$ cat src/rtl/uart_mmio_pkg.sv
// Shared definitions for the uart_mmio peripheral: register map, STATUS bit layout, TX FSM states.
package uart_mmio_pkg;

    localparam logic [1:0] ADDR_DATA   = 2'd0;
    localparam logic [1:0] ADDR_STATUS = 2'd1;

    localparam int unsigned ST_TX_FULL  = 0;
    localparam int unsigned ST_TX_EMPTY = 1;
    localparam int unsigned ST_RX_VALID = 2;
    localparam int unsigned ST_RX_OVR   = 3;
    localparam int unsigned ST_BUSY     = 4;
    localparam int unsigned ST_TX_DROP  = 5;

    typedef enum logic [1:0] {
        TX_IDLE      = 2'd0,
        TX_WAIT_BUSY = 2'd1,
        TX_WAIT_DONE = 2'd2
    } tx_state_e;

endpackage

$ cat src/rtl/uart_mmio_fifo.sv
// Synchronous first-word-fall-through FIFO; a push into a full FIFO is accepted only alongside a pop.
module sync_fifo #(
    parameter int unsigned WIDTH = 8,
    parameter int unsigned DEPTH = 8
) (
    input  logic                       clk,
    input  logic                       reset,
    input  logic                       push,
    input  logic                       pop,
    input  logic [WIDTH-1:0]           din,
    output logic [WIDTH-1:0]           dout,
    output logic                       full,
    output logic                       empty,
    output logic [$clog2(DEPTH):0]     count
);

    localparam int unsigned AW = $clog2(DEPTH);
    localparam int unsigned CW = AW + 1;

    logic [WIDTH-1:0] r_mem [DEPTH];
    logic [AW-1:0]    r_wptr;
    logic [AW-1:0]    r_rptr;
    logic [CW-1:0]    r_count;
    logic             w_do_push;
    logic             w_do_pop;

    assign full      = (r_count == CW'(DEPTH));
    assign empty     = (r_count == '0);
    assign count     = r_count;
    assign dout      = r_mem[r_rptr];
    assign w_do_pop  = pop & ~empty;
    assign w_do_push = push & (~full | w_do_pop);

    always_ff @(posedge clk) begin
        if (w_do_push) begin
            r_mem[r_wptr] <= din;
        end
    end

    // Pointers wrap naturally since DEPTH is a power of two.
    always_ff @(posedge clk or negedge reset) begin
        if (!reset) begin
            r_wptr  <= '0;
            r_rptr  <= '0;
            r_count <= '0;
        end else begin
            if (w_do_push) r_wptr <= r_wptr + 1'b1;
            if (w_do_pop)  r_rptr <= r_rptr + 1'b1;
            case ({w_do_push, w_do_pop})
                2'b10:   r_count <= r_count + 1'b1;
                2'b01:   r_count <= r_count - 1'b1;
                default: r_count <= r_count;
            endcase
        end
    end

endmodule

$ cat src/rtl/uart_mmio.sv
// Memory-mapped UART front end: TX/RX byte FIFOs, send/busy handshake to the uart, DATA/STATUS registers.
module uart_mmio
    import uart_mmio_pkg::*;
#(
    parameter int unsigned TX_DEPTH = 8,
    parameter int unsigned RX_DEPTH = 8
) (
    input  logic        clk,
    input  logic        reset,
    input  logic [1:0]  addr,
    input  logic        we,
    input  logic        re,
    input  logic [31:0] wdata,
    output logic [31:0] rdata,
    output logic        send,
    output logic [7:0]  tx_data,
    input  logic        busy,
    input  logic [7:0]  rx_data,
    input  logic        rx_ready,
    output logic        irq
);

    localparam int unsigned TX_CW = $clog2(TX_DEPTH) + 1;
    localparam int unsigned RX_CW = $clog2(RX_DEPTH) + 1;

    logic            r_busy_m, r_busy_s;
    logic            r_rdy_m, r_rdy_s, r_rdy_d;
    logic            r_tx_drop, r_rx_ovr, r_sent;
    tx_state_e       r_state;

    logic            w_rdy_rise, w_wr_data, w_wr_stat, w_rd_data, w_done_exit;
    logic            w_tx_push, w_tx_pop, w_tx_full, w_tx_empty;
    logic            w_rx_pop, w_rx_full, w_rx_empty;
    logic [7:0]      w_tx_dout, w_rx_dout;
    logic [TX_CW-1:0] w_tx_count;
    logic [RX_CW-1:0] w_rx_count;
    logic [31:0]     w_status;
    logic            w_unused;

    assign w_rdy_rise  = r_rdy_s & ~r_rdy_d;
    assign w_wr_data   = we & (addr == ADDR_DATA);
    assign w_wr_stat   = we & (addr == ADDR_STATUS);
    assign w_rd_data   = re & (addr == ADDR_DATA);
    assign w_tx_push   = w_wr_data & ~w_tx_full;
    assign w_tx_pop    = (r_state == TX_IDLE) & ~w_tx_empty & ~r_busy_s;
    assign w_rx_pop    = w_rd_data & ~w_rx_empty;
    assign w_done_exit = (r_state == TX_WAIT_DONE) & ~r_busy_s;
    assign w_unused    = ^{w_tx_count, w_rx_count, wdata[31:8]};

    sync_fifo #(.WIDTH(8), .DEPTH(TX_DEPTH)) u_tx_fifo (
        .clk(clk), .reset(reset), .push(w_tx_push), .pop(w_tx_pop), .din(wdata[7:0]),
        .dout(w_tx_dout), .full(w_tx_full), .empty(w_tx_empty), .count(w_tx_count)
    );

    sync_fifo #(.WIDTH(8), .DEPTH(RX_DEPTH)) u_rx_fifo (
        .clk(clk), .reset(reset), .push(w_rdy_rise), .pop(w_rx_pop), .din(rx_data),
        .dout(w_rx_dout), .full(w_rx_full), .empty(w_rx_empty), .count(w_rx_count)
    );

    always_comb begin
        w_status              = '0;
        w_status[ST_TX_FULL]  = w_tx_full;
        w_status[ST_TX_EMPTY] = w_tx_empty;
        w_status[ST_RX_VALID] = ~w_rx_empty;
        w_status[ST_RX_OVR]   = r_rx_ovr;
        w_status[ST_BUSY]     = r_busy_s;
        w_status[ST_TX_DROP]  = r_tx_drop;
    end

    // Synchronizers, sticky flags, read port and interrupt; a flag set beats a same-cycle clear.
    always_ff @(posedge clk or negedge reset) begin
        if (!reset) begin
            r_busy_m  <= 1'b0;
            r_busy_s  <= 1'b0;
            r_rdy_m   <= 1'b0;
            r_rdy_s   <= 1'b0;
            r_rdy_d   <= 1'b0;
            r_tx_drop <= 1'b0;
            r_rx_ovr  <= 1'b0;
            r_sent    <= 1'b0;
            rdata     <= '0;
            irq       <= 1'b0;
        end else begin
            r_busy_m  <= busy;
            r_busy_s  <= r_busy_m;
            r_rdy_m   <= rx_ready;
            r_rdy_s   <= r_rdy_m;
            r_rdy_d   <= r_rdy_s;
            r_tx_drop <= (w_wr_data & w_tx_full)
                       | (r_tx_drop & ~(w_wr_stat & wdata[ST_TX_DROP]));
            r_rx_ovr  <= (w_rdy_rise & w_rx_full & ~w_rx_pop)
                       | (r_rx_ovr & ~(w_wr_stat & wdata[ST_RX_OVR]));
            r_sent    <= w_done_exit | (r_sent & ~w_wr_data);
            irq       <= ~w_rx_empty | (w_tx_empty & (r_state == TX_IDLE) & r_sent);
            if (re) begin
                case (addr)
                    ADDR_DATA:   rdata <= w_rx_empty ? 32'h0 : {24'h0, w_rx_dout};
                    ADDR_STATUS: rdata <= w_status;
                    default:     rdata <= 32'h0;
                endcase
            end
        end
    end

    // TX handshake: offer one byte, wait for the uart to take it, then wait for it to finish.
    always_ff @(posedge clk or negedge reset) begin
        if (!reset) begin
            r_state <= TX_IDLE;
            send    <= 1'b0;
            tx_data <= 8'h0;
        end else begin
            case (r_state)
                TX_IDLE: begin
                    if (w_tx_pop) begin
                        tx_data <= w_tx_dout;
                        send    <= 1'b1;
                        r_state <= TX_WAIT_BUSY;
                    end
                end
                TX_WAIT_BUSY: begin
                    if (r_busy_s) begin
                        send    <= 1'b0;
                        r_state <= TX_WAIT_DONE;
                    end
                end
                TX_WAIT_DONE: begin
                    if (!r_busy_s) r_state <= TX_IDLE;
                end
                default: r_state <= TX_IDLE;
            endcase
        end
    end

endmodule

$ cat config.mk
export PLATFORM = sky130hd
export DESIGN_NAME = uart_mmio
export DESIGN_NICKNAME = d
export VERILOG_FILES = /design/src/rtl/uart_mmio_pkg.sv /design/src/rtl/uart_mmio_fifo.sv /design/src/rtl/uart_mmio.sv
export SDC_FILE = /design/constraint.sdc
export NUM_CORES = 1
export LEC_CHECK = 0
export CAP_MARGIN = 20
export CELL_PAD_IN_SITES_DETAIL_PLACEMENT = 0
export CELL_PAD_IN_SITES_GLOBAL_PLACEMENT = 2
export CORE_MARGIN = 2
export CORE_UTILIZATION = 44
export CTS_CLUSTER_DIAMETER = 150
export DETAILED_ROUTE_END_ITERATION = 12
export GPL_ROUTABILITY_DRIVEN = 0
export PLACE_DENSITY_LB_ADDON = 0.1
export REMOVE_ABC_BUFFERS = 1
export SLEW_MARGIN = 10
export SYNTH_ARGS = -nofsm -noshare
export SYNTH_HDL_FRONTEND = slang
export SYNTH_SLANG_ARGS = --single-unit
$ cat constraint.sdc
create_clock -name clk -period 4.1 [get_ports clk]
set_input_delay 0.41 -clock clk [delete_from_list [all_inputs] [get_ports clk]]
set_output_delay 0.41 -clock clk [all_outputs]
set_load 0.005 [all_outputs]
==> results.py <==
metrics = {
    "floorplanning": {
        "ios": 90,
        "initial_core_util_pct": 45.4,
        "dieArea_mm2": 0.0176,
        "core_mm2": 0.0160,
        "rows": 46,
        "die_h_um": 133,
        "die_x_um": 133,
    },
    "logic_synthesis": {
        "synthTopCellsByCount": "128 x edfxtp_1, 48 x dfrtp_1, 31 x mux4_2",
        "avgSynthCellArea_um2": 16.9,
        "async_flop_share_pct": 27.3,
        "synth_flop_cell": "edfxtp_1",
        "yosysWarnings": 0,
        "synth.area.top_cells": "edfxtp_1 53%, dfrtp_1 17%, mux4_2 9.6%",
        "synth_area_leader_cell": "edfxtp_1",
        "synth_cell_types": 44,
        "ys_seq_area_share_pct": 69.4,
        "synth_most_common_cell": "edfxtp_1",
        "syn_area_mm2": 0.00727,
        "netlist_instances": 431,
        "synth_edf_count": 128,
        "ys_ff_latch": 176,
        "synth_top_area_share_pct": 52.9,
    },
    "global_routing": {
        "grt_pass1_wl_mm": 21.1,
        "gr-total-overflow": 0,
        "grtUsageTotal_pct": 16.3,
        "grt_pass1_vias": 3822,
        "grt_max_degree": 49,
        "antenna_found_initial": 0,
    },
    "sta": {
        "rsz0062_at_grt": "false",
        "fmax_mhz": 337,
        "tightest_slew_ns": 0.845,
        "fin_crit_ns": 2.97,
        "clock_skew_ns": 0.00761,
        "setup_viol": 0,
        "final_max_slew_viol_count": 0,
        "hold_violations": 0,
        "slew_headroom_pct": 43.7,
        "period_share_pct": 72.3,
        "fin_tns_setup_ns": 0,
        "fin_hold_ws_ns": 0.0919,
    },
    "routing": {
        "route.vias.total": 3645,
        "via_per_inst": 5.03,
        "drcViolationCount": 0,
        "drt_iter0_drc": 181,
        "wl_mm": 13.3,
        "first_pass_iters": 5,
        "wire_per_inst_um": 18.3,
        "ant_nets": 0,
    },
    "cts": {
        "cts_setup_buffers": 0,
        "cts_resized": 0,
        "cts.clk_slew.worst_paths_ns": 0.07,
        "cts_max_path_buffers": 2,
        "insertion_delay_ns": 0.42,
        "cts_hold_buf": 0,
        "clock_sinks": 176,
        "cts_inserted_buffers": 17,
        "clockRootBuffer": "clkbuf_16",
        "cts_max_level": 4,
        "cts_tree": "done",
    },
    "finish": {
        "area_growth_pct": 17.4,
        "final_cells": 725,
        "diodes": 0,
        "drive_above_1_share_pct": 18.5,
        "fill_cells": 1335,
        "nNetsFinal": 554,
        "final_cell_area_mm2": 0.00853,
    },
    "worst_setup_path": {
        "worstPathArrival_ns": 3.26,
        "worstSetupEndpointType": "flip-flop",
        "path_class": "reg2reg",
        "critPathLaunch": "u_rx_fifo.count[3]",
        "critPathRequiredTime_ns": 4.40,
        "r2r-end": "u_rx_fifo.count[2]",
        "start_kind": "flip-flop",
        "cp_max_fo": 10,
        "r2r_start": "u_rx_fifo.count[3]",
        "r2r_cells": 10,
        "r2r_slack_ns": 1.13,
    },
    "placed_design": {
        "dp_hpwl_mm": 8.75,
        "dp.cells": 692,
        "dpl_cell_area_mm2": 0.00790,
        "numPortBuffers": 41,
    },
    "pwr": {
        "vdd_drop_max_mv": 0.304,
        "pwr_density_cell_mw_per_mm2": 630,
        "leakagePower_nw": 3.09,
    },
    "outcome": {
        "status": "finished, final reports clean",
    },
    "job": {
        "maxCapViolCount": 0,
    },
    "hold_path": {
        "hold_path.class": "in2async",
    },
}
==> metrics by stage <==
step	utilization, %	worst slack (ns)	total power [mW]
after global routing	53.3	0.831	5.67
after CTS	53.1	1.08	5.42
final	53.3	1.13	5.38
after detailed placement	49.4	0.919	3.76
after global placement	49.4	0.944	3.72
after floorplan	-	1.63	3.27
==> how the worst max path moves through the flow <==
stage / to / cells past startpoint
finish: u_rx_fifo.count[2] / 10
global route: u_rx_fifo.count[2] / 10
CTS: u_rx_fifo.count[2] / 10
detailed placement: u_rx_fifo.count[2] / 11
global placement: u_rx_fifo.count[2] / 11
floorplan: u_tx_fifo.count[2] / 10
==> cells by family (layout without fill, tap and decap cells) <==
family,after synthesis,count (layout),share of synthesized area (%)
compound gates,37,37,3.22
mux,51,51,12.7
other cells,1,24,0.0516
fa+ha+maj,10,10,1.72
flops,176,176,69.4
xor+xnor,17,17,2.15
buf+inv,55,110,4.72
simple gates,84,84,6.04
==> registers in the layout (all words and copies together) (netlist names), 2 cells and up <==
register / flops
r_state: 2
u_rx_fifo.count: 4
u_tx_fifo.r_mem: 64
u_rx_fifo.r_mem: 64
u_tx_fifo.r_rptr: 3
u_rx_fifo.r_rptr: 3
u_tx_fifo.count: 4
tx_data: 8
u_rx_fifo.r_wptr: 3
u_tx_fifo.r_wptr: 3
rdata: 8
==> cells in the final DEF (no fill, tap or decap), drive strengths merged, types with 2 or more instances in the layout <==
master,count
o221ai,5
clkdlybuf4s50,40
nor2,15
dfrtp,48
clkinv,5
mux2,4
ha,10
nand2,28
o21ai,20
nand2b,11
nand3b,3
nand3,7
conb,24
nor4,3
o22ai,2
bufinv,3
mux2i,15
nor3b,2
edfxtp,128
nor3,7
buf,22
a21oi,5
nor4b,2
a31oi,2
nor2b,2
clkbuf,18
mux4,32
xnor2,9
xor2,8
inv,21
==> critical path, stage by stage (launching register included) <==
cell	delay, ns
dfrtp_1	0.44
nor4_1	0.65
or2_1	0.45
clkinv_2	0.17
ha_1	0.29
xor2_1	0.16
ha_1	0.18
a21oi_1	0.14
xor2_1	0.16
nor2_1	0.06
xor2_1	0.14
==> final cells by class <==
class                           instances  area [um^2]  area share (%)
Clock buffer                           18          429            5.03
Clock inverter                         14          178            2.08
Inverter                               16         61.3           0.719
Multi-Input combinational cell        223         1960            23.0
Tap cell                              216          270            3.17
Sequential cell                       176         5040            59.1
Timing Repair Buffer                   62          583            6.83
==> metal layers <==
metal / global-route usage [%] / vias up / share of wire (%)
met5: 0 / - / 0
met4: 5.56 / 0 / 1.2
met3: 3.52 / 11 / 2.6
met2: 28.2 / 58 / 52
met1: 20.3 / 1868 / 44
li1: - / 1708 / -
==> power by group <==
| group | leakage (nW) | switching (mW) | total, mW | internal (mW) |
|---|---|---|---|---|
| registers | 1.74 | 0.355 | 2.52 | 2.16 |
| logic | 1.05 | 0.467 | 1.20 | 0.734 |
| clock network | 0.297 | 0.685 | 1.66 | 0.972 |
| total | 3.09 | 1.51 | 5.38 | 3.87 |
No activity file was read; power rests on OpenSTA's default activity.
